File: config.mk
export PLATFORM = sky130hd
export DESIGN_NAME = online_iir_pole_mc
export DESIGN_NICKNAME = d
export VERILOG_FILES = /design/src/rtl/online_iir_pole_mc.sv
export SDC_FILE = /design/constraint.sdc
export NUM_CORES = 1
export LEC_CHECK = 0
export CORE_MARGIN = 5
export CORE_UTILIZATION = 25
export DETAILED_ROUTE_END_ITERATION = 16
export PLACE_DENSITY = 0.4
export SLEW_MARGIN = 20
export SYNTH_ARGS = -nofsm -noshare
export SYNTH_HDL_FRONTEND = slang
export SYNTH_SLANG_ARGS = --single-unit
File: constraint.sdc
create_clock -name clk -period 6.5 [get_ports clk]
set_input_delay 1.3 -clock clk [delete_from_list [all_inputs] [get_ports clk]]
set_output_delay 1.3 -clock clk [all_outputs]
set_load 0.1 [all_outputs]
File: src/rtl/online_iir_pole_mc.sv
// -----------------------------------------------------------------------------
// online_iir_pole_mc
//
// Multi-channel, time-multiplexed pole section of the online IIR chain.
// For every accepted sample on channel c it produces
//    y = x*2^CSHIFT + C1*x[n-D1] + C2*x[n-D2]
// on redundant (plus/minus digit) operands.  With bypass high the two taps
// are dropped and y = x*2^CSHIFT; the history still shifts in either case.
//
// Digit format: digit i lives at bits [2i+1:2i] as {plus,minus}; value is
// plus-minus, so {1,1} decodes as 0.
//
// Ports
//    clk       clock
//    rst       synchronous active-high reset (beats clear and in_valid)
//    clear     zero every channel history at this edge (in_ch_o kept)
//    bypass    sampled with in_valid; drop the feedback taps
//    in_valid  din_x carries a sample for channel in_ch_o
//    din_x     redundant input sample, STAGE digits
//    in_ch_o   channel the next accepted sample belongs to
//    out_valid data_out / out_ch are meaningful this cycle
//    out_ch    channel of data_out
//    data_out  redundant result, OSTAGE digits
//
// Handshake: there is no backpressure.  A sample is taken on every cycle
// in_valid is high; its result shows up with out_valid high exactly one cycle
// later, and out_valid is low on any cycle following an idle (in_valid=0)
// cycle.  out_ch / data_out hold their last value while out_valid is low.
// -----------------------------------------------------------------------------
module online_iir_pole_mc #(
   parameter int STAGE    = 8,
   parameter int CHANNELS = 2,
   parameter int D1       = 2,
   parameter int D2       = 4,
   parameter int DEPTH    = 4,
   parameter int C1       = 117,
   parameter int C2       = 24,
   parameter int COEF_W   = 7,
   parameter int CSHIFT   = 7,
   parameter int OSTAGE   = STAGE + COEF_W + 2,
   localparam int CH_W    = (CHANNELS > 1) ? $clog2(CHANNELS) : 1
) (
   input  logic                  clk,
   input  logic                  rst,
   input  logic                  clear,
   input  logic                  bypass,
   input  logic                  in_valid,
   input  logic [2*STAGE-1:0]    din_x,
   output logic [CH_W-1:0]       in_ch_o,
   output logic                  out_valid,
   output logic [CH_W-1:0]       out_ch,
   output logic [2*OSTAGE-1:0]   data_out
);

   localparam int                WL      = 2 * STAGE;
   localparam logic [OSTAGE-1:0] C1_E    = OSTAGE'(C1);
   localparam logic [OSTAGE-1:0] C2_E    = OSTAGE'(C2);
   localparam logic [CH_W-1:0]   CH_LAST = CH_W'(CHANNELS - 1);

   logic [WL-1:0]       r_hist [CHANNELS][DEPTH];
   logic [CH_W-1:0]     r_ch;
   logic                r_valid;
   logic [CH_W-1:0]     r_och;
   logic [2*OSTAGE-1:0] r_data;

   logic [WL-1:0]       w_tap1;
   logic [WL-1:0]       w_tap2;
   logic [STAGE-1:0]    w_p_x, w_m_x;
   logic [STAGE-1:0]    w_p_t1, w_m_t1;
   logic [STAGE-1:0]    w_p_t2, w_m_t2;
   logic [OSTAGE-1:0]   w_sum_p, w_sum_m;
   logic [2*OSTAGE-1:0] w_data;

   // Taps read the pre-shift history. A same-cycle clear means the sample
   // sees zero history; bypass simply drops both taps.
   always_comb begin
      w_tap1 = r_hist[r_ch][D1-1];
      w_tap2 = r_hist[r_ch][D2-1];
      if (clear || bypass) begin
         w_tap1 = '0;
         w_tap2 = '0;
      end
   end

   // Split each redundant word into its plus and minus magnitude vectors.
   always_comb begin
      w_p_x  = '0;
      w_m_x  = '0;
      w_p_t1 = '0;
      w_m_t1 = '0;
      w_p_t2 = '0;
      w_m_t2 = '0;
      for (int i = 0; i < STAGE; i++) begin
         w_p_x[i]  = din_x[2*i+1];
         w_m_x[i]  = din_x[2*i];
         w_p_t1[i] = w_tap1[2*i+1];
         w_m_t1[i] = w_tap1[2*i];
         w_p_t2[i] = w_tap2[2*i+1];
         w_m_t2[i] = w_tap2[2*i];
      end
   end

   // The filter is linear with nonnegative coefficients, so the plus and
   // minus halves are filtered independently; y = sum_p - sum_m.  Each half
   // is bounded by (2^CSHIFT + C1 + C2) * (2^STAGE - 1) < 2^OSTAGE, so the
   // unsigned sums never wrap.
   always_comb begin
      w_sum_p = (OSTAGE'(w_p_x) << CSHIFT) + C1_E * OSTAGE'(w_p_t1)
              + C2_E * OSTAGE'(w_p_t2);
      w_sum_m = (OSTAGE'(w_m_x) << CSHIFT) + C1_E * OSTAGE'(w_m_t1)
              + C2_E * OSTAGE'(w_m_t2);
      w_data  = '0;
      for (int i = 0; i < OSTAGE; i++) begin
         w_data[2*i+1] = w_sum_p[i];
         w_data[2*i]   = w_sum_m[i];
      end
   end

   always_ff @(posedge clk) begin
      if (rst) begin
         r_valid <= 1'b0;
         r_och   <= '0;
         r_data  <= '0;
         r_ch    <= '0;
         for (int c = 0; c < CHANNELS; c++)
            for (int k = 0; k < DEPTH; k++)
               r_hist[c][k] <= '0;
      end else begin
         r_valid <= in_valid;
         if (in_valid) begin
            r_och  <= r_ch;
            r_data <= w_data;
            r_ch   <= (r_ch == CH_LAST) ? '0 : r_ch + CH_W'(1);
         end
         if (clear)
            for (int c = 0; c < CHANNELS; c++)
               for (int k = 0; k < DEPTH; k++)
                  r_hist[c][k] <= '0;
         // Later assignments win: with clear and in_valid together the
         // channel ends up holding only the new sample at index 0.
         if (in_valid) begin
            for (int k = DEPTH - 1; k > 0; k--)
               r_hist[r_ch][k] <= clear ? '0 : r_hist[r_ch][k-1];
            r_hist[r_ch][0] <= din_x;
         end
      end
   end

   assign in_ch_o   = r_ch;
   assign out_valid = r_valid;
   assign out_ch    = r_och;
   assign data_out  = r_data;

endmodule

=== After elaboration in Yosys (flattened, before gate mapping) ===
Memories as Yosys holds them, arrays and structs flattened. A register that Yosys moved wholly into a read port is not among the register bits.
Index checks and enable logic that the tools add are counted.
W data, S select, Z words.

* Register bits: 37
* Latch bits: 0
* Bits in writable memories: 128
* Memory bits (read-only): 0
* Word-level logic and storage cells: 47
* Memories: 1

{| class="wikitable"
|+ Memories
! memory !! depth !! bits a word !! read ports !! clocked after memory_dff !! wr ports !! RTL line !! RTL
|-
| r_hist || 2 || 64 || 1 || 1 || 3 || 60 || <nowiki>logic [WL-1:0] r_hist [CHANNELS][DEPTH];</nowiki>
|}

* Add/sub/neg operators: 5
* Multipliers: 4
* Divide/modulo/power cells: 0
* Order comparisons: 0
* Eq/ne operators: 0
* Shifts and indexed selects: 0
* Mux-type cells: 24
* Bitwise operators: 8
* Reductions and logical operators: 1

{| class="wikitable"
|+ Operators with widths
! kind !! number
|-
| $mux W16 || 13
|-
| $add A16 B13 Y17 || 2
|-
| $add A15 B15 Y16 || 2
|-
| $mul A7 B8 Y15 const A || 2
|-
| $mul A2 B8 Y10 const A || 2
|-
| $mux W1 || 11
|-
| $or A1 B1 Y1 || 8
|-
| $add A1 B1 Y1 const B || 1
|-
| $logic_or A1 B1 Y1 || 1
|}

=== Logic depth before layout (Yosys ltp) ===
Gate-level depths: netlist (run 1).

* Word-level depth: 5
* Depth in mapped cells: 26
* Mapped depth without buffers: 22

=== Least setup slack after synthesis (run 1) ===
Ideal clock, no wire load.

* Path kind: input to register
* Start: in clear
* End: reg r_data[24] (netlist: data_out[24])
* Setup time: 62 ps
* Arrival time: 6379 ps
* Required time: 6438 ps
* Slack: 60 ps
* Stages: 23
* Path buffers: 2
* Path through: buf_6 > nor2_1 > clkbuf_1 > and2_1 > ha_1 > inv_1 > fa_1 > nor2_1 > nor3_1 > a31oi_1 > xnor2_1 > ha_1 > ha_1 > fa_1 > inv_1 > fa_1 > inv_1 > ha_1 > o21a_1 > a21o_1 > a21oi_1 > or4b_2 > nand3_1

* Longest elaborated chain between the ends: 5

{| class="wikitable"
|+ Ends and longest elaborated chain
! item !! RTL line !! RTL
|-
| start: declaration || 45 || <nowiki>input logic clear,</nowiki>
|-
| $logic_or A1 B1 Y1 * || 79 || <nowiki>if (clear || bypass) begin</nowiki>
|-
| $mux W16 || 79 ||
|-
| $mul A7 B8 Y15 || 110 || <nowiki>w_sum_m = (OSTAGE'(w_m_x) << CSHIFT) + C1_E * OSTAGE'(w_m_t1)</nowiki>
|-
| $add A15 B15 Y16 || 110 ||
|-
| $add A16 B13 Y17 * || 111 || <nowiki>+ C2_E * OSTAGE'(w_m_t2);</nowiki>
|-
| end signal: assignment || 132 || <nowiki>r_data <= w_data;</nowiki>
|-
| end: declaration || 64 || <nowiki>logic [2*OSTAGE-1:0] r_data;</nowiki>
|}

Mark *: on every way between the ends. The rest lies on a longest branch, timed or not.
A chain may end at the register's enable or synchronous reset.

=== Final worst setup path (run 1) ===
* Start: in bypass
* End: reg r_data[29] (netlist: data_out[29])

* Longest elaborated chain between the ends: 5

{| class="wikitable"
|+ Ends and longest elaborated chain
! item !! RTL line !! RTL
|-
| start: declaration || 46 || <nowiki>input logic bypass,</nowiki>
|-
| $logic_or A1 B1 Y1 * || 79 ||
|-
| $mux W16 || 79 ||
|-
| $mul A7 B8 Y15 || 108 || <nowiki>w_sum_p = (OSTAGE'(w_p_x) << CSHIFT) + C1_E * OSTAGE'(w_p_t1)</nowiki>
|-
| $add A15 B15 Y16 || 108 ||
|-
| $add A16 B13 Y17 * || 109 || <nowiki>+ C2_E * OSTAGE'(w_p_t2);</nowiki>
|}

Marks and branches as above.

==> flow_summary.yaml, run 1 <==
outcome:
  status: "finished, final reports clean"
worst_setup_path:
  critPathKind: "input port to register"
  endpoint: "data_out[29]"
  rr_endpoint: "data_out[29]"
  startpoint: "bypass"
  rrSetupSlack_ps: 900
  critPathLaunchType: "input port"
  cp-end-kind: "register"
  crit_fanout: 5
  reg2reg_depth: 20
  cp_data_arrival_time_ps: 6540
  required_ps: 6840
cts:
  worstSkewPairLatency_ps: 440
  ctsHtreeMaxLevel: 4
  cts_inserted_buffers: 17
  path_clk_slew_ps: 70
  cts-root-buf: "clkbuf_16"
  cts_tree: "done"
  cts.path.max_buffers: 2
  clkSinkCount: 166
die:
  initial_core_util_pct: 25.4
  io_pins: 58
  row_count: 76
  die_w_um: 220
  dieArea_sq_um: 48200
  die_h_um: 220
  coreArea_sq_um: 43300
logic_synthesis:
  synth_edf_count: 128
  async_flop_share_pct: 0
  synth_nets: 1174
  yosysWarnings: 0
  synth-seq-cells: 166
  synthFlopType: "edfxtp_1"
  netlist_area_sq_um: 11000
  syn_avg_cell_area_sq_um: 11.1
  netlist.top_cell.by_area: "edfxtp_1"
  syn_inst: 990
  yosysSeqAreaShare_pct: 41.9
  yosysMostFrequentCell: "inv_1"
  synth_cell_types: 67
  synthTopCellsByCount: "inv_1, edfxtp_1, ha_1"
  yosysTopAreaCellShare_pct: 35.0
  synth_area_leaders: "edfxtp_1, fa_1, ha_1"
global_routing:
  grt_pass1_vias: 7465
  grt_antenna_before_repair: 0
  grt_max_degree: 41
  grt_pass1_wl_um: 42900
  grt_usage_pct: 11.6
  overflow: 0
finish:
  nFillCells: 4495
  antenna_cells: 0
  final_net_count: 1271
  drive_gt1_share_pct: 11.5
  ff_latch_area_sq_um: 4610
  synthToLayoutAreaGrowth_pct: 20.3
  multi_input_area_sq_um: 5660
  stdcell_count: 1685
timing:
  final_max_slew_viol_count: 0
  whs_ps: 461
  tightest_slew_ps: 1050
  fin_crit_ps: 6200
  setup_viol: 0
  finalHoldViolations: 0
  finalClockSkew_ps: 9.49
  fin_ws_ps: 296
  fmax_ghz: 0.161
  rsz0062_at_grt: "false"
  relSlewSlack_pct: 30.1
  min_period_over_period_pct: 95.4
power_and_ir_drop:
  powerDensity_nw_per_um2: 239
  p_leak_uw: 0.00576
  peakVddDrop_mv: 0.114
route:
  vias: 7063
  drcViolationCount: 0
  final_antenna_net_count: 0
  wl_per_cell_um: 15.8
  routed_wl_um: 26600
  drtPass1Iterations: 4
  via_per_inst: 4.19
  drt-initial-drc-count: 261
place:
  io_buffers: 57
  dp.cells: 1653
  post-place-ws_ps: -204
  gp_congestion: 0.771
  dp_hpwl_um: 19600
job:
  drv_cap: 0
min_path:
  hold_path_class: "register to register"
  hold_start: "data_out[23]"
worst max-delay path, stage by stage:
cell	delay (ps)
clkdlybuf4s50_1	460
or2_1	300
buf_4	170
nor2_1	140
ha_1	260
a311o_1	280
a211oi_2	280
o21a_1	180
o211ai_2	70
ha_1	270
ha_1	310
fa_1	490
inv_1	60
fa_1	530
inv_1	40
ha_1	300
a21o_1	180
a211oi_1	240
o211ai_1	120
a31oi_1	240
nand2b_1	80
a32o_1	240
how the worst min path moves through the flow:
stage	endpoint	depth (start not counted)
final	data_out[23]	2
after global placement	data_out[27]	2
after detailed placement	data_out[27]	2
after floorplan	r_hist[0][20]	2
after CTS	data_out[27]	2
after global routing	data_out[23]	2
cell families after synthesis:
kind of cell,share of synthesized area [%]
buffers and inverters,6.81
AO/OA/AOI/OAI,6.08
XOR/XNOR,2.31
adder cells (fa/ha/maj),23.0
AND/OR/NAND/NOR,12.2
multiplexers,7.71
flip-flops,41.9
power by group:
group / switching [uW] / internal [uW]
Combinational: 524 / 289
Sequential: 33.7 / 1220
Clock: 483 / 616
Total: 1040 / 2120
final cells by class:
class / instances / share of cell area [%]
repair buffers: 122 / 8.03
inverters: 143 / 4.06
clock buffers: 17 / 3.22
multi-input cells: 637 / 42.8
well taps: 585 / 5.54
flip-flops and latches: 166 / 34.9
clock inverters: 15 / 1.45
layer usage:
layer	track usage [%]	vias up	routed length, um
met5	0	-	0
met1	16.5	3393	13500
met3	1.73	18	699
met4	3.60	0	411
li1	-	3570	-
met2	18.1	82	12000
layout by cell type, fill, tap and decap left out, drive strengths merged, types with 2 or more instances in the layout:
master,count
a221oi,2
clkdlybuf4s50,55
a32oi,2
nand3b,2
mux2,3
a211oi,6
clkinvlp,3
o21a,5
or3,5
nand2b,22
a21o,9
clkbuf,17
o32ai,2
o21bai,4
bufinv,3
xor2,10
nor3,71
dfxtp,38
a21boi,2
nor3b,5
mux2i,80
ha,98
buf,67
o31ai,2
o21ai,19
a31oi,4
xnor2,19
or2,4
nor2,94
nand2,23
o211ai,2
edfxtp,128
inv,150
and2,31
clkinv,2
o22ai,5
nand3,3
a21oi,20
fa,65
metrics by stage:
stage                     util [%]  power, uW  setup TNS (ps)  cell area, sq um
after floorplan                  -       1850               0             11000
after global placement        29.1       2100            -810             12600
after detailed placement      29.1       2100           -1190             12600
after CTS                     30.5       3220               0             13200
after global routing          30.5       3330               0             13200
final                         30.5       3160               0             13200
registers in the layout, summed over array words and instances, names as in the netlist, named ones only:
register and cells:
in_ch_o 1, r_hist 128, out_valid 1, data_out 34
out_ch 1
what timing repair did:
action | 4_1_cts | 5_1_grt
buffers inserted | 0 | 0
resized for setup | 0 | 5
endpoints found under the setup margin | 0 | 6
hold buffers | 0 | 0
Note: power is estimated with default switching activity, not from simulation.
==> inputs of run 2 (changes only) <==
--- a/config.mk
+++ b/config.mk
@@ -9,7 +9,6 @@
 export CORE_UTILIZATION = 25
 export DETAILED_ROUTE_END_ITERATION = 16
 export PLACE_DENSITY = 0.4
-export SLEW_MARGIN = 20
 export SYNTH_ARGS = -nofsm -noshare
 export SYNTH_HDL_FRONTEND = slang
 export SYNTH_SLANG_ARGS = --single-unit
==> results of run 2 <==
Same layout as run 1: the final DEF is identical, and so are final timing and power.
